<file path="src/rtl/uart_pkg.sv">
// Shared UART definitions: receiver state encoding, LCR word-length codes, parity helper.
// Latency: n/a (types, constants and pure functions only).
// Backpressure: n/a.
package uart_pkg;

    // Receiver frame states.
    typedef enum logic [2:0] {
        IDLE,
        START,
        DATA,
        PARITY,
        STOP
    } rx_state_t;

    // Baud ticks per bit unless overridden.
    localparam int OVS_DEFAULT = 16;

    // LCR word-length-select codes.
    localparam logic [1:0] WLS_5 = 2'b00;
    localparam logic [1:0] WLS_6 = 2'b01;
    localparam logic [1:0] WLS_7 = 2'b10;
    localparam logic [1:0] WLS_8 = 2'b11;

    // Number of data bits selected by an LCR wls code.
    function automatic logic [3:0] data_bits(input logic [1:0] wls);
        logic [3:0] n;
        case (wls)
            WLS_5:   n = 4'd5;
            WLS_6:   n = 4'd6;
            WLS_7:   n = 4'd7;
            WLS_8:   n = 4'd8;
            default: n = 4'd8;
        endcase
        return n;
    endfunction

    // Value the parity bit must carry for the given character.
    // Stick parity forces the bit to ~eps; otherwise even (eps=1) or odd
    // (eps=0) parity over the low nbits of data.
    function automatic logic parity_expected(
        input logic [7:0] data,
        input logic [3:0] nbits,
        input logic       eps,
        input logic       sp
    );
        logic acc;
        acc = 1'b0;
        for (int i = 0; i < 8; i++) begin
            if (i < int'(nbits)) begin
                acc = acc ^ data[i];
            end
        end
        if (sp) begin
            return ~eps;
        end
        return eps ? acc : ~acc;
    endfunction

endpackage

</file>
<file path="src/rtl/uart_rx_if.sv">
// Receiver-side signal bundle: baud tick, serial line, LCR fields and the FIFO push port.
// Latency: n/a (wires only).
// Backpressure: none; the push port is a fire-and-forget strobe into the receive FIFO.
//
// master: drives baud_pulse, rx and LCR fields; observes push/rx_data/pe/fe/bi/busy.
// slave : the receiver itself.
interface uart_rx_if;
    logic       baud_pulse;
    logic       rx;
    logic [1:0] wls;
    logic       pen;
    logic       eps;
    logic       sp;
    logic       push;
    logic [7:0] rx_data;
    logic       pe;
    logic       fe;
    logic       bi;
    logic       busy;

    modport master (
        output baud_pulse, rx, wls, pen, eps, sp,
        input  push, rx_data, pe, fe, bi, busy
    );

    modport slave (
        input  baud_pulse, rx, wls, pen, eps, sp,
        output push, rx_data, pe, fe, bi, busy
    );
endinterface

</file>
<file path="src/rtl/uart_rx_sync.sv">
// Metastability synchronizer for the async rx line plus falling-edge detect.
// Latency: rx_s lags rx by SYNC_STAGES clk; rx_fall is combinational on rx_s.
// Backpressure: none.
//
// Ports: clk, rst (sync, active-low), rx (async in), rx_s (synchronized level),
//        rx_fall (high for one clk when rx_s goes 1 -> 0).
module uart_rx_sync #(
    parameter int SYNC_STAGES = 2
) (
    input  logic clk,
    input  logic rst,
    input  logic rx,
    output logic rx_s,
    output logic rx_fall
);

    logic [SYNC_STAGES-1:0] sync_q;
    logic                   rx_s_q;

    // Flops reset to 1 so an idle line does not look like a start edge.
    always_ff @(posedge clk) begin
        if (!rst) begin
            sync_q <= '1;
            rx_s_q <= 1'b1;
        end else begin
            sync_q[0] <= rx;
            for (int i = 1; i < SYNC_STAGES; i++) begin
                sync_q[i] <= sync_q[i-1];
            end
            rx_s_q <= sync_q[SYNC_STAGES-1];
        end
    end

    assign rx_s    = sync_q[SYNC_STAGES-1];
    assign rx_fall = rx_s_q & ~rx_s;

endmodule

</file>
<file path="src/rtl/uart_rx.sv">
// 16550-style UART receiver: deframes start/data/parity/stop from the oversampled rx line.
// Latency: start seen SYNC_STAGES+1 clk after rx falls; push 1 clk after the stop-bit sample tick.
// Backpressure: none; push is a one-cycle strobe the receive FIFO must accept.
//
// Ports: clk, rst (sync, active-low), bus (uart_rx_if.slave):
//   baud_pulse/rx/wls/pen/eps/sp in; push/rx_data/pe/fe/bi/busy out.
// OVS must be even and >= 4.
module uart_rx
    import uart_pkg::*;
#(
    parameter int OVS         = OVS_DEFAULT,
    parameter int SYNC_STAGES = 2
) (
    input  logic     clk,
    input  logic     rst,
    uart_rx_if.slave bus
);

    localparam int             TW       = $clog2(OVS);
    localparam logic [TW-1:0]  TICK_MID = TW'(OVS / 2 - 1);
    localparam logic [TW-1:0]  TICK_END = TW'(OVS - 1);

    rx_state_t     state;
    rx_state_t     state_nxt;

    logic          rx_s;
    logic          rx_fall;

    logic [TW-1:0] tick_cnt;
    logic [2:0]    bit_cnt;
    logic [2:0]    last_bit;
    logic [7:0]    shift_q;

    // LCR snapshot taken when a frame starts.
    logic [3:0]    nbits_q;
    logic          pen_q;
    logic          eps_q;
    logic          sp_q;

    logic          par_q;     // sampled parity bit
    logic          pe_q;      // parity result pending until the stop bit
    logic          brk;

    logic          push_q;
    logic [7:0]    rx_data_q;
    logic          pe_o;
    logic          fe_o;
    logic          bi_o;

    // Control strobes from the FSM.
    logic          frame_start;
    logic          tick_clr;
    logic          tick_inc;
    logic          bit_clr;
    logic          bit_inc;
    logic          data_smp;
    logic          par_smp;
    logic          stop_smp;

    uart_rx_sync #(
        .SYNC_STAGES (SYNC_STAGES)
    ) u_sync (
        .clk     (clk),
        .rst     (rst),
        .rx      (bus.rx),
        .rx_s    (rx_s),
        .rx_fall (rx_fall)
    );

    assign last_bit = 3'(nbits_q - 4'd1);

    // A break is an all-zero frame: every data bit, the parity bit when
    // enabled, and the stop bit itself.
    assign brk = (shift_q == 8'h00) && !(pen_q && par_q) && !rx_s;

    always_ff @(posedge clk) begin
        if (!rst) begin
            state <= IDLE;
        end else begin
            state <= state_nxt;
        end
    end

    always_comb begin
        state_nxt   = state;
        frame_start = 1'b0;
        tick_clr    = 1'b0;
        tick_inc    = 1'b0;
        bit_clr     = 1'b0;
        bit_inc     = 1'b0;
        data_smp    = 1'b0;
        par_smp     = 1'b0;
        stop_smp    = 1'b0;

        case (state)
            IDLE: begin
                tick_clr = 1'b1;
                // Only an edge starts a frame, so a line stuck low after a
                // break cannot retrigger reception.
                if (rx_fall) begin
                    state_nxt   = START;
                    frame_start = 1'b1;
                end
            end

            START: begin
                if (bus.baud_pulse) begin
                    if (tick_cnt == TICK_MID) begin
                        tick_clr = 1'b1;
                        if (rx_s) begin
                            state_nxt = IDLE;   // glitch, not a start bit
                        end else begin
                            bit_clr   = 1'b1;
                            state_nxt = DATA;
                        end
                    end else begin
                        tick_inc = 1'b1;
                    end
                end
            end

            DATA: begin
                if (bus.baud_pulse) begin
                    if (tick_cnt == TICK_END) begin
                        tick_clr = 1'b1;
                        data_smp = 1'b1;
                        if (bit_cnt == last_bit) begin
                            state_nxt = pen_q ? PARITY : STOP;
                        end else begin
                            bit_inc = 1'b1;
                        end
                    end else begin
                        tick_inc = 1'b1;
                    end
                end
            end

            PARITY: begin
                if (bus.baud_pulse) begin
                    if (tick_cnt == TICK_END) begin
                        tick_clr  = 1'b1;
                        par_smp   = 1'b1;
                        state_nxt = STOP;
                    end else begin
                        tick_inc = 1'b1;
                    end
                end
            end

            STOP: begin
                if (bus.baud_pulse) begin
                    if (tick_cnt == TICK_END) begin
                        // Finish at stop-bit mid-point so a following start
                        // bit with no idle gap is still caught.
                        tick_clr  = 1'b1;
                        stop_smp  = 1'b1;
                        state_nxt = IDLE;
                    end else begin
                        tick_inc = 1'b1;
                    end
                end
            end

            default: begin
                state_nxt = IDLE;
            end
        endcase
    end

    always_ff @(posedge clk) begin
        if (!rst) begin
            tick_cnt  <= '0;
            bit_cnt   <= '0;
            shift_q   <= '0;
            nbits_q   <= 4'd5;
            pen_q     <= 1'b0;
            eps_q     <= 1'b0;
            sp_q      <= 1'b0;
            par_q     <= 1'b0;
            pe_q      <= 1'b0;
            push_q    <= 1'b0;
            rx_data_q <= '0;
            pe_o      <= 1'b0;
            fe_o      <= 1'b0;
            bi_o      <= 1'b0;
        end else begin
            if (tick_clr) begin
                tick_cnt <= '0;
            end else if (tick_inc) begin
                tick_cnt <= tick_cnt + 1'b1;
            end

            if (bit_clr) begin
                bit_cnt <= '0;
            end else if (bit_inc) begin
                bit_cnt <= bit_cnt + 3'd1;
            end

            // Clearing the shifter here keeps unused upper bits at 0 for
            // short word lengths.
            if (frame_start) begin
                shift_q <= '0;
                nbits_q <= data_bits(bus.wls);
                pen_q   <= bus.pen;
                eps_q   <= bus.eps;
                sp_q    <= bus.sp;
                par_q   <= 1'b0;
                pe_q    <= 1'b0;
            end

            if (data_smp) begin
                shift_q[bit_cnt] <= rx_s;
            end

            if (par_smp) begin
                par_q <= rx_s;
                pe_q  <= (rx_s != parity_expected(shift_q, nbits_q, eps_q, sp_q));
            end

            push_q <= stop_smp;
            if (stop_smp) begin
                rx_data_q <= brk ? 8'h00 : shift_q;
                pe_o      <= pe_q;
                fe_o      <= ~rx_s;
                bi_o      <= brk;
            end
        end
    end

    assign bus.push    = push_q;
    assign bus.rx_data = rx_data_q;
    assign bus.pe      = pe_o;
    assign bus.fe      = fe_o;
    assign bus.bi      = bi_o;
    // The push cycle is already back in IDLE, so fold push into busy.
    assign bus.busy    = (state != IDLE) || push_q;

endmodule

</file>
<file path="src/flat_wrapper.sv">
// flat-port wrapper written by rule: the top's interface ports become plain ports
module uart_rx_flat import uart_pkg::*;
#(
    parameter int OVS         = OVS_DEFAULT,
    parameter int SYNC_STAGES = 2
)
  (clk, rst, bus_baud_pulse, bus_rx, bus_wls, bus_pen, bus_eps, bus_sp, bus_push, bus_rx_data, bus_pe, bus_fe, bus_bi, bus_busy);
  uart_rx_if bus_i ();
  input  logic clk;
  input  logic rst;
  input wire logic [$bits(bus_i.baud_pulse)-1:0] bus_baud_pulse;
  input wire logic [$bits(bus_i.rx)-1:0] bus_rx;
  input wire logic [$bits(bus_i.wls)-1:0] bus_wls;
  input wire logic [$bits(bus_i.pen)-1:0] bus_pen;
  input wire logic [$bits(bus_i.eps)-1:0] bus_eps;
  input wire logic [$bits(bus_i.sp)-1:0] bus_sp;
  output wire logic [$bits(bus_i.push)-1:0] bus_push;
  output wire logic [$bits(bus_i.rx_data)-1:0] bus_rx_data;
  output wire logic [$bits(bus_i.pe)-1:0] bus_pe;
  output wire logic [$bits(bus_i.fe)-1:0] bus_fe;
  output wire logic [$bits(bus_i.bi)-1:0] bus_bi;
  output wire logic [$bits(bus_i.busy)-1:0] bus_busy;
  assign bus_i.baud_pulse = bus_baud_pulse;
  assign bus_i.rx = bus_rx;
  assign bus_i.wls = bus_wls;
  assign bus_i.pen = bus_pen;
  assign bus_i.eps = bus_eps;
  assign bus_i.sp = bus_sp;
  assign bus_push = bus_i.push;
  assign bus_rx_data = bus_i.rx_data;
  assign bus_pe = bus_i.pe;
  assign bus_fe = bus_i.fe;
  assign bus_bi = bus_i.bi;
  assign bus_busy = bus_i.busy;
  uart_rx #(.OVS(OVS), .SYNC_STAGES(SYNC_STAGES)) u_core (.clk(clk), .rst(rst), .bus(bus_i));
endmodule
</file>
<file path="config.mk">
export PLATFORM = sky130hd
export DESIGN_NAME = uart_rx_flat
export DESIGN_NICKNAME = d
export VERILOG_FILES = /design/src/rtl/uart_pkg.sv /design/src/rtl/uart_rx_if.sv /design/src/rtl/uart_rx_sync.sv /design/src/rtl/uart_rx.sv /design/src/flat_wrapper.sv
export SDC_FILE = /design/constraint.sdc
export NUM_CORES = 1
export LEC_CHECK = 0
export BUFFER_PORTS_ARGS = -buffer_cell sky130_fd_sc_hd__buf_4
export CAP_MARGIN = 10
export CORE_MARGIN = 1.5
export CORE_UTILIZATION = 46
export CTS_BUF_LIST = sky130_fd_sc_hd__clkbuf_8
export CTS_CLUSTER_SIZE = 24
export DETAILED_ROUTE_END_ITERATION = 10
export GPL_TIMING_DRIVEN = 0
export PLACE_DENSITY = 0.63
export REMOVE_ABC_BUFFERS = 1
export SLEW_MARGIN = 25
export SYNTH_ARGS = -nofsm -noshare
export SYNTH_HDL_FRONTEND = slang
export SYNTH_SLANG_ARGS = --single-unit
</file>
<file path="constraint.sdc">
create_clock -name clk -period 4.05 [get_ports clk]
set_clock_uncertainty 0.05 [all_clocks]
set_input_delay 0.405 -clock clk [delete_from_list [all_inputs] [get_ports clk]]
set_output_delay 0.405 -clock clk [all_outputs]
set_load 0.05 [all_outputs]
</file>
==> results.md, run 1 <==
- For this configuration, the core starts out at a cell density of 48.9%.
- Global routing used 19.1% of the available tracks across all layers.
- For the pin with the worst max-slew slack, the measured transition is 0.900 ns.
- Counting flops and latches in the post-synthesis netlist gives 42.
- The clock tree synthesis step divided the H-tree into 2 levels.
- The overall die area is 5140 sq um.
- The largest net degree at the start of global routing is 29.
- For the worst setup path, the data arrival time is 2.62 ns.
- The count of final max-slew check failures is 0.
- After clock tree synthesis, the setup repair step added 0 buffers.
- 0 antenna diodes ended up in the layout.
- The power density relative to cell area is 299 nW/um^2.
- The number of different library cells used by synthesis comes to 48.
- The worst setup path startpoint is u_core.state[0].
- The clock reaches the later pin of the worst-skew pair after 0.29 ns.
- Of the total power, the share spent switching nets is 23.8%.
- The routed wirelength normalized by instance count is 13.8 um.
- Fill cells in the final layout number 450.
- The number of DRC violations after detailed-routing iteration 0 is 96.
- The number of buffers inserted during clock tree synthesis is 5.
- The post-detailed-placement half-perimeter wirelength is 3130 um.
- Pin placement for this block handled 22 I/O pins.
- The area of the core region is 4440 sq um.
- In this run the remaining antenna-violating nets after routing total 0.
- sky130_fd_sc_hd__nor2_1 is the most common cell in the netlist.
- Clock-pin slew was measured on the worst setup and hold paths at 0.08 ns.
- The share of cells above drive strength 1 is 14.5%.
- The sequential fraction of the synthesis area is 38.7%.
- The power share of the combinational group is 6.2%.
- The total number of placement rows is 24.
- Total power for the finished layout comes to 0.000722 W.
- The synthesized netlist occupies a cell area of 2170 sq um.
- In this run the power spent charging and discharging nets is 0.000172 W.
- The max capacitance violation total is 0.
- In this run the worst hold path is classified as input pin to flip-flop.
- In this run, flip-flops and latches consume 58.7% of the power.
- Across all layers, the routed design uses 1805 vias.
- The number of hold violations in the final report came to 0.
- The area growth from synthesis to layout is 11.2%.
- In the synthesized netlist, the cells that appear most often are sky130_fd_sc_hd__nor2_1 (43), sky130_fd_sc_hd__dfxtp_1 (42), sky130_fd_sc_hd__nand2_1 (18).
- In the finished design, the share of the clock period the worst path needs comes to 61.8%.
- By area the synthesized netlist is led by sky130_fd_sc_hd__dfxtp_1 (39%), sky130_fd_sc_hd__nor2_1 (7.4%), sky130_fd_sc_hd__mux2i_1 (7.4%).
- A synthesized cell averages 8.32 sq um.
- Along the worst path, the maximum fanout reaches 19.
- Routability-driven placement finished with a final weighted congestion of 0.858.
- The kind of launch point of the worst setup path is a flip-flop.
- The startpoint of the lowest-slack hold path is bus_rx.
- The startpoint identified for the worst register-to-register timing path is u_core.state[0].
- The total iterations of the first detailed-routing run is 6.
- After synthesis, the largest family of logic cells by area is simple AND/OR/NAND/NOR gates.
- The run finished with clean final reports.
- Counting cells, the worst reg-to-reg path comes to 6.
- The share of total power in the clock network is 35.2%.
- The number of synthesized flops with an enable pin is 0.
- For this design, the sink count on the clock tree is 42.
- TritonCTS built the clock tree.
- The gate count of the mapped netlist is 261.
- The share of synthesized registers carrying an async set or reset is 0%.
- During synthesis, Yosys emitted a total of 0 warnings.
- The initial antenna violation count is 0.
- Of the post-synthesis cell area, the dominant cell type holds 38.7%.
- The height of the die is 71.7 um.
- The cell depth of the worst min-delay path is 2.
- The leftover overflow at the end of global routing is 0.
- The setup TNS is 0 ns.
- The total DRC errors in the routed layout is 0.
- The time the final worst path needs with I/O delays and setup is 2.50 ns.
- The first-pass GRT wire length is 7680 um.
- The quantity of hold-fixing buffers added after cts is 0.
- The required time reported for the critical path endpoint is 4.17 ns.
- The internal portion of the total power is 0.000550 W.
- The worst pin sits at a relative slew slack of 39.8%.
- The prevailing post-synth register cell is sky130_fd_sc_hd__dfxtp_1.
- Wires add up to 4530 um.
- Setup repair after global routing left no endpoint under its margin.
- The final net count is 293.
- The portion of synthesized area spent on multiplexers is 8.41%.
- Using the TritonRoute via totals, the vias-per-cell ratio works out to 5.50.
- The library cell occupying the most area in the post-synthesis netlist is sky130_fd_sc_hd__dfxtp_1.
- The setup path with the least slack is of type flip-flop to flip-flop.
- VDD sags by at most 0.198 mV.
- In this run the register-to-register setup slack is 1.55 ns.
- The worst setup path is captured at a flip-flop.
- The xor and xnor fraction of the mapped netlist area is 5.24%.
- The count of input and output buffers is 21.
- The final number of setup-violating endpoints is 0.
- The simple-gate area share of the yosys netlist is 26.4%.
- The die width is 71.7 um.
- The maximum achievable frequency is 0.399 GHz.
- The post-cts repair resize count is 0.
- The synthesized netlist devotes 12.4% of its cell area to compound gates.
- The reported leakage power is 1.00 nW.
- The root buffer cell is sky130_fd_sc_hd__clkbuf_8.
- The number of global-route vias before repair is 1615.
- The number of buffers on the longest clock path is 2.
- The synthesized netlist devotes 4.61% of its cell area to adder and majority cells.
routing by layer:
layer / GRT usage, % / vias to the layer above / routed length [um]
met5: 0 / - / 0
met4: 6.29 / 0 / 61
met3: 4.64 / 6 / 186
met2: 29.6 / 31 / 2090
met1: 26.0 / 833 / 2190
li1: - / 935 / -
layout make-up:
class                           instances  area [sq um]  share of cell area (%)
Tap cell                               52          65.1                    2.69
Sequential cell                        42           841                    34.8
Multi-Input combinational cell        197          1240                    51.3
Clock buffer                            5          68.8                    2.85
Inverter                                9          33.8                    1.40
Timing Repair Buffer                   21           158                    6.53
Clock inverter                          2          10.0                   0.414
through the flow:
step	cells	setup WS, ns	utilization (%)	hold slack, ns	instance area [sq um]
after floorplan	248	1.99	-	0.336	2110
after detailed placement	321	1.53	52.6	0.349	2340
final	328	1.55	54.4	0.246	2420
after CTS	328	1.51	54.4	0.240	2420
after global routing	328	1.30	54.4	0.254	2420
after global placement	321	1.54	52.6	0.337	2340
kinds of logic after synthesis:
| logic type | count (synthesis) |
|---|---|
| multiplexers | 18 |
| buffers and inverters | 22 |
| adder cells (fa/ha/maj) | 8 |
| AND/OR/NAND/NOR | 114 |
| flip-flops | 42 |
| AO/OA/AOI/OAI | 44 |
| XOR/XNOR | 13 |
critical path, stage by stage, from the launching register on:
cell and delay (ns):
sky130_fd_sc_hd__dfxtp_1 0.45, sky130_fd_sc_hd__nor2_1 0.28, sky130_fd_sc_hd__nand3_1 0.69, sky130_fd_sc_hd__o21ai_0 0.41, sky130_fd_sc_hd__o31a_1 0.24, sky130_fd_sc_hd__mux2i_1 0.19
sky130_fd_sc_hd__nor2_1 0.05
sequential cells by signal, indices dropped and copies added (netlist names):
signal and count:
u_core.bus.rx_data 8, u_core.shift_q 8, u_core.nbits_q 4, u_core.tick_cnt 4, u_core.bit_cnt 3, u_core.state 3, u_core.u_sync.sync_q 2, u_core.bus.bi 1
u_core.bus.fe 1, u_core.bus.pe 1, u_core.bus.push 1, u_core.eps_q 1, u_core.par_q 1, u_core.pe_q 1, u_core.pen_q 1, u_core.sp_q 1
u_core.u_sync.rx_s_q 1
layout by cell type (no fill, tap or decap), drive strengths merged, types with 3 or more instances in the layout:
master / synthesis / routed
nor2: 44 / 44
dfxtp: 42 / 42
buf: 4 / 21
nand2: 19 / 19
mux2i: 16 / 16
a21oi: 15 / 15
o21ai: 13 / 13
nand3: 11 / 11
xnor2: 9 / 9
inv: 9 / 9
ha: 8 / 8
nand2b: 6 / 6
nor3: 6 / 6
clkbuf: 9 / 5
xor2: 4 / 4
nand4: 4 / 4
o211ai: 3 / 3
nand3b: 3 / 3
nor2b: 3 / 3
nor3b: 3 / 3
power groups by stage:
stage	Sequential [W]	Clock [W]	Combinational, W
final	0.000424	0.000254	0.0000447
after global routing	0.000425	0.000285	0.0000502
after CTS	0.000424	0.000264	0.0000455
after detailed placement	0.000433	0	0.0000453
after global placement	0.000433	0	0.0000445
after floorplan	0.000431	0	0.0000286
final timing paths:
kind	end
setup / recovery	u_core.state[2]
hold / removal	u_core.u_sync.sync_q[0]
setup reg to reg	u_core.state[2]
hold reg to reg	u_core.u_sync.sync_q[1]
(Power assumes the default switching activity.)
==> inputs of run 2 (changes only) <==
ABC_AREA = 1   (was default)
clock period = 2.5 ns   (was 4.05 ns; I/O delays follow)
==> run 2 against run 1 <==
Sequential power grew 80%. Total power grew 140%. Critical path type unchanged. Core utilization grew 0.72 points. Worst setup slack lost 1.1 ns. Highest routed layer unchanged. Die area shrank 2.7%. Largest power group unchanged. Clock-buffer cell count is the same.
==> results.md, run 2 <==
- Once detailed placement completed, the half-perimeter wirelength came to 3300 um.
- Synthesis inferred 42 register bits.
- The total routed wirelength is 4400 um.
- Measured along the x axis, the die boundary spans 70.7 um.
- The reported leakage power is 1.01 nW.
- Total power for the finished layout comes to 0.00177 W.
- The pre-CTS setup slack is 0.413 ns.
- The number of hold violations in the final report came to 0.
- The synthesized netlist devotes 27.8% of its cell area to simple gates.
- The total number of placement rows is 24.
- After synthesis, the largest family of logic cells by area is simple AND/OR/NAND/NOR gates.
- The gate count of the mapped netlist is 308.
- The via density per instance is 4.99.
- Measured against the total synthesized area, the mux share comes to 0%.
- Measured against its own limit, the worst slew margin works out to 51.8%.
- In the synthesized netlist the dominant register cell turns out to be sky130_fd_sc_hd__dfxtp_1.
- Post-CTS repair changed the size of 0 cells.
- The minimum setup slack in the final design is 0.430 ns.
- The global-route usage over all layers is 19.8%.
- In this run the standard cell core region covers 4380 sq um.
- By area the synthesized netlist is led by sky130_fd_sc_hd__dfxtp_1 (40%), sky130_fd_sc_hd__nand2_1 (12%), sky130_fd_sc_hd__a21oi_1 (7.4%).
- Port buffering added 21 buffers.
- Setup repair after global routing left no endpoint under its margin.
- The clock insertion delay at the later pin of the skew report is 0.29 ns.
- The cell area after technology mapping is 2110 sq um.
- The detailed router used layers up to and including met4.
- Clock-pin slew was measured on the worst setup and hold paths at 0.08 ns.
- The number of setup buffers added after CTS is 0.
- The count of H-tree levels built during CTS is 2.
- The xor and xnor fraction of the mapped netlist area is 0.415%.
- In the finished design, the share of the clock period the worst path needs comes to 82.8%.
- The via count is 1907.
- The critical path is of the flip-flop to flip-flop type.
- TritonCTS built the clock tree.
- The required time reported for the critical path endpoint is 2.62 ns.
- The filler cells instantiated in the layout total 440.
- The first global-routing pass estimated 8090 um of wire.
- The portion of synthesized cell area occupied by the leading cell type is 39.8%.
- Power spread over the standard cell area amounts to 732 nW/um^2.
- The placed instances occupy a cell area of 2300 sq um.
- The path class of the lowest-slack min-delay path is input pin to flip-flop.
- The number of buffers inserted during clock tree synthesis is 5.
- The maximum fanout count along the critical path is 14.
- After detailed routing, the met2 layer carries 2050 um of wire.
- The setup TNS is 0 ns.
- The area growth from synthesis to layout is 14.4%.
- The sequential fraction of the synthesis area is 39.8%.
- The most frequent cell after synthesis is sky130_fd_sc_hd__nand2_1.
- The post-detailed-route count of antenna-violating nets is 0.
- The distinct cell type count of the synthesized netlist is 33.
- The initial antenna violation count is 0.
- The final weighted congestion in routability-driven placement is 0.804.
- The count of clock tree sinks is 42.
- The die is 70.7 um tall.
- Wire segments on met3 add up to 131 um in the final route.
- For this run the aggregate overflow at the end of global routing stands at 0.
- The commonest cells after synthesis are sky130_fd_sc_hd__nand2_1 (68), sky130_fd_sc_hd__dfxtp_1 (42), sky130_fd_sc_hd__inv_1 (34).
- The count of final max-slew check failures is 0.
- The worst hold-check slack is 0.0899 ns.
- The number of DRC violations after detailed-routing iteration 0 is 52.
- After clock tree synthesis, the flow added hold-fix buffers numbering 0.
- The number of warnings printed during yosys synthesis is 0.
- The total DRC errors in the routed layout is 0.
- Setup violations remaining at the end of the flow were counted as 0.
- STA puts the critical path data arrival time at 2.19 ns.
- The routed wirelength normalized by instance count is 11.5 um.
- The leading cell type in the layout, fill and taps excluded is sky130_fd_sc_hd__nand2_1.
- After synthesis, the share of flip-flops with an asynchronous set or reset is 0%.
- The number of global-route vias before repair is 1847.
- The number of top-level pins is 22.
- The initial cell density of the core is 48.1%.
- The average instance in the mapped netlist occupies 6.85 sq um.
- Leaving out fill and tap cells, the most frequent cells in the layout are sky130_fd_sc_hd__nand2_1 (68), sky130_fd_sc_hd__dfxtp_1 (42), sky130_fd_sc_hd__inv_1 (35).
- The flow ran to the end, and the final reports show no timing, DRC or antenna violations.
- The largest total area in the synthesized netlist belongs to sky130_fd_sc_hd__dfxtp_1.
- The post-synthesis compound-gate area fraction is 18.4%.
- The adder-cell share of the synthesized area is 4.74%.
- The root buffer cell is sky130_fd_sc_hd__clkbuf_8.
- The kind of launch point of the worst setup path is a flip-flop.
- The worst setup path is captured at a flip-flop.
- Entering global routing, the biggest net connects 26 pins.
- The final net count is 346.
- The time the final worst path needs with I/O delays and setup is 2.07 ns.
- Once layout is done, the placed cells without fillers occupy 2410 sq um.
- For this block, wires on met1 add up to 2200 um.
- The maximum achievable frequency is 0.483 GHz.
- The first detailed-routing pass took 4 iterations.
- The diode insertion count for antenna repair is 0.
- The number of synthesized flops with an enable pin is 0.
- At the pin with the least slew margin, the transition time is 0.721 ns.
- The peak supply drop is 0.700 mV.
- The share of cells above drive strength 1 is 13.9%.
- Counting along the longest clock path gives a buffer depth of 2.
- The overall die area is 5000 sq um.
- The max capacitance violation total is 0.
## run 2: cell count changes in the layout (fill, tap and decap cells not counted), moves of 9 or more
cell | before | now
sky130_fd_sc_hd__a21oi_1 | 15 | 31
sky130_fd_sc_hd__nor2_1 | 43 | 32
sky130_fd_sc_hd__nand2_1 | 18 | 68
sky130_fd_sc_hd__xnor2_1 | 9 | 0
sky130_fd_sc_hd__o21ai_1 | 1 | 12
sky130_fd_sc_hd__inv_1 | 8 | 35
sky130_fd_sc_hd__mux2i_1 | 16 | 0
## run 2: final timing paths
| check | from | to | slack (ns) | depth (start not counted) |
|---|---|---|---|---|
| max | u_core.tick_cnt[1] | u_core.bus.bi | 0.43 | 8 |
| max reg2reg | u_core.tick_cnt[1] | u_core.bus.bi | 0.43 | 8 |
| min | bus_rx | u_core.u_sync.sync_q[0] | 0.09 | 2 |
| min reg2reg | u_core.u_sync.sync_q[0] | u_core.u_sync.sync_q[1] | 0.36 | 1 |
## run 2: per-layer routing
layer / GRT usage (%) / vias up
li1: - / 1040
met1: 26.0 / 834
met2: 33.3 / 31
met3: 3.42 / 2
met4: 6.08 / 0
met5: 0 / -
## run 2: power by group
group | internal, W | switching, W | total (W)
sequential | 0.000712 | 0.0000518 | 0.000764
clock | 0.000294 | 0.000232 | 0.000526
combinational | 0.000160 | 0.000319 | 0.000479
## run 2: kinds of logic (layout without fill, tap and decap cells)
kind of cell	after synthesis	in the layout
AO/OA/AOI/OAI	72	72
AND/OR/NAND/NOR	136	136
XOR/XNOR	1	1
buffers and inverters	49	71
adder cells (fa/ha/maj)	8	8
flip-flops	42	42
## run 2: stage by stage
step                      utilization, %  std cells
after floorplan                        -        301
after global placement              52.6        374
after detailed placement            52.6        374
after CTS                           55.1        382
after global routing                55.1        382
final                               55.1        382
## run 2: final cells by class
type                       instances  area, sq um  area share (%)
clock buffer                       5         68.8            2.85
clock inverter                     3         41.3            1.71
inverter                          42          158            6.53
multi-input combinational        217         1080            44.9
sequential                        42          841            34.8
tap                               52         65.1            2.69
timing repair buffer              21          158            6.53
## run 2: critical path: stages (launching register included)
cell	delay, ns
sky130_fd_sc_hd__dfxtp_1	0.37
sky130_fd_sc_hd__ha_1	0.20
sky130_fd_sc_hd__inv_1	0.08
sky130_fd_sc_hd__nor3_2	0.14
sky130_fd_sc_hd__nand2_1	0.13
sky130_fd_sc_hd__nor2_2	0.47
sky130_fd_sc_hd__inv_2	0.22
sky130_fd_sc_hd__a41oi_1	0.23
sky130_fd_sc_hd__nor3_1	0.06
==> inputs of run 3 (changes only) <==
PLACE_DENSITY = 0.65   (was 0.63)
clock period = 1.9 ns   (was 2.5 ns; I/O delays follow)
==> run 3 against run 2 <==
Sequential cell count did not move. First-iteration DRC count is 120% higher. Clock power is 11% higher. Worst hold slack worse by 0.069 ns. Final cell count increased by 1.0%. Cell area up 4.6%. Routed wire length rose by 8.3%. Non-clock buffer count increased by 4. Register-to-register slack got worse by 0.31 ns.
==> results.md, run 3 (synthesis results as in run 2) <==
- The pre-CTS setup slack is -0.143 ns.
- After layout, the worst path uses 96.0% of the clock period.
- The area of the core region is 4380 sq um.
- The clock passes through at most 2 buffers.
- The clock drives 42 sinks.
- For this run, design rule violations remaining after detail routing come to 0.
- In this design, the critical path's most frequently occurring cell is sky130_fd_sc_hd__inv_1.
- The final weighted congestion in routability-driven placement is 0.847.
- Traced cell by cell, the critical path runs through nor2_2 > inv_1 > nor2_4 > inv_1 > or2_2 > buf_4.
- The diode insertion count for antenna repair is 0.
- The overall die area is 5000 sq um.
- In the routed layout, each cell is associated on average with a via count of 5.14.
- In this run the vertical extent of the chip is 70.7 um.
- The number of buffers inserted during clock tree synthesis is 5.
- Setup repair after global routing could not meet its margin everywhere.
- The count of nets left with antenna violations once routing finished came out at 0.
- The initial cell density of the core is 48.1%.
- The root buffer cell is sky130_fd_sc_hd__clkbuf_8.
- Data on the critical path is required at its endpoint by 1.66 ns.
- The minimum setup slack in the final design is 0.0754 ns.
- The number of global-route vias before repair is 1883.
- The library cell contributing the largest single delay on the critical path is sky130_fd_sc_hd__dfxtp_1.
- The power density relative to cell area is 915 nW/um^2.
- The number of hold violations in the final report came to 0.
- In this run, post-CTS hold repair placed 0 buffers.
- The count of H-tree levels built during CTS is 2.
- The first-pass GRT wire length is 8040 um.
- The total number of placement rows is 24.
- After clock tree synthesis, the clock-pin slew on the worst setup and hold paths is 0.09 ns.
- The max capacitance violation total is 0.
- In the layout the commonest cells are sky130_fd_sc_hd__nand2_1 (64), sky130_fd_sc_hd__dfxtp_1 (39), sky130_fd_sc_hd__inv_1 (33).
- Across the VDD grid, the largest voltage drop is 0.812 mV.
- The leftover overflow at the end of global routing is 0.
- The post-route netlist has 21.3% of its cells at a drive strength greater than 1.
- The worst endpoint data arrival time is 1.58 ns.
- The first detailed-routing pass ran for 4 iterations.
- From left edge to right edge, the die measures 70.7 um.
- The count of final max-slew check failures was 0.
- The maximum fanout count along the critical path is 6.
- The maximum achievable frequency is 0.548 GHz.
- The finished cells cover 2530 sq um.
- The clock insertion delay at the later pin of the skew report is 0.30 ns.
- At the pin with the least slew margin, the transition time is 0.471 ns.
- The kind of launch point of the worst setup path is a flip-flop.
- The peak per-stage delay on the critical path is 0.39 ns.
- Detailed routing inserted a total of 1984 vias.
- Final hold analysis gives a worst-case slack of 0.0206 ns.
- The global-route usage over all layers is 19.9%.
- The number of fill cells is 444.
- The library cell used most frequently in the layout, excluding fill and tap cells, is sky130_fd_sc_hd__nand2_1.
- The critical path in this run is classified as flip-flop to output port.
- The reported leakage power is 1.03 nW.
- The routed wirelength normalized by instance count is 12.3 um.
- The time the final worst path needs with I/O delays and setup is 1.82 ns.
- The total routed wirelength is 4770 um.
- Once placement finished, the instance area stood at 2300 sq um.
- The final number of setup-violating endpoints is 0.
- After legalization and detailed placement, the total HPWL measured 3340 um.
- TritonCTS built the clock tree.
- The largest net degree at the start of global routing is 26.
- The count of buffers added on input and output ports is 21.
- The final net count is 350.
- The endpoint type of the worst setup path is an output port.
- The run finished with clean final reports.
- The path class of the tightest hold or removal check is input pin to flip-flop.
- The worst pin sits at a relative slew slack of 68.3%.
- Compared with the post-synthesis result, the final layout area differs by 19.7%.
- After the first detailed-routing iteration, the DRC count stood at 114.
- The initial antenna violation count is 0.
- For this design the top-level I/O count stands at 22.
## run 3: changes by cell type in the layout (fill, tap and decap cells not counted), moves of 3 or more
cell / before / now
sky130_fd_sc_hd__nor2_1: 32 / 28
sky130_fd_sc_hd__dfxtp_2: 0 / 3
sky130_fd_sc_hd__buf_4: 21 / 25
sky130_fd_sc_hd__nand2_2: 2 / 6
sky130_fd_sc_hd__dfxtp_1: 42 / 39
sky130_fd_sc_hd__nand2_1: 68 / 64
sky130_fd_sc_hd__nor2_4: 0 / 5
## run 3: through the flow
stage	cells	power (W)	util [%]	TNS (ns)
after floorplan	301	0.00150	-	0
after CTS	382	0.00226	54.8	0
after global placement	374	0.00165	52.6	-0.338
after detailed placement	374	0.00166	52.6	-0.562
after global routing	386	0.00246	57.6	-0.223
final	386	0.00231	57.6	0
## run 3: power by group
group | switching (W) | internal, W | leakage (nW) | total, W
Combinational | 0.000464 | 0.000239 | 0.649 | 0.000703
Sequential | 0.0000823 | 0.000939 | 0.341 | 0.00102
Clock | 0.000328 | 0.000258 | 0.0441 | 0.000586
## run 3: final timing paths
| check | startpoint | end | slack, ns | cells after the start |
|---|---|---|---|---|
| setup / recovery | u_core.state[0] | bus_busy | 0.08 | 6 |
| hold / removal | bus_rx | u_core.u_sync.sync_q[0] | 0.02 | 2 |
| setup reg to reg | u_core.tick_cnt[0] | u_core.shift_q[3] | 0.12 | 10 |
| hold reg to reg | u_core.u_sync.sync_q[0] | u_core.u_sync.sync_q[1] | 0.38 | 1 |
## run 3: what timing repair did
item,4_1_cts,5_1_grt
buffers inserted,0,4
pin swaps,0,5
resized for setup,2,25
setup endpoints to repair,18,33
## run 3: area by class of cell
class	count	area (sq um)	share of cell area, %
clock buffers	5	68.8	2.72
multi-input cells	217	1180	46.7
flip-flops and latches	42	845	33.4
inverters	42	160	6.34
clock inverters	3	21.3	0.842
repair buffers	25	188	7.43
well taps	52	65.1	2.58
## run 3: per-layer routing
metal / wire length (um) / track usage [%]
met1: 2230 / 24.5
met4: 69 / 6.50
met5: 0 / 0
met3: 124 / 3.56
met2: 2350 / 35.0
## run 3: critical path, delay by kind of cell, from the launching register on
family | cells | cell delay, ns
buffers and inverters | 3 | 0.34
and+or+nand+nor | 3 | 0.55
DFF | 1 | 0.39
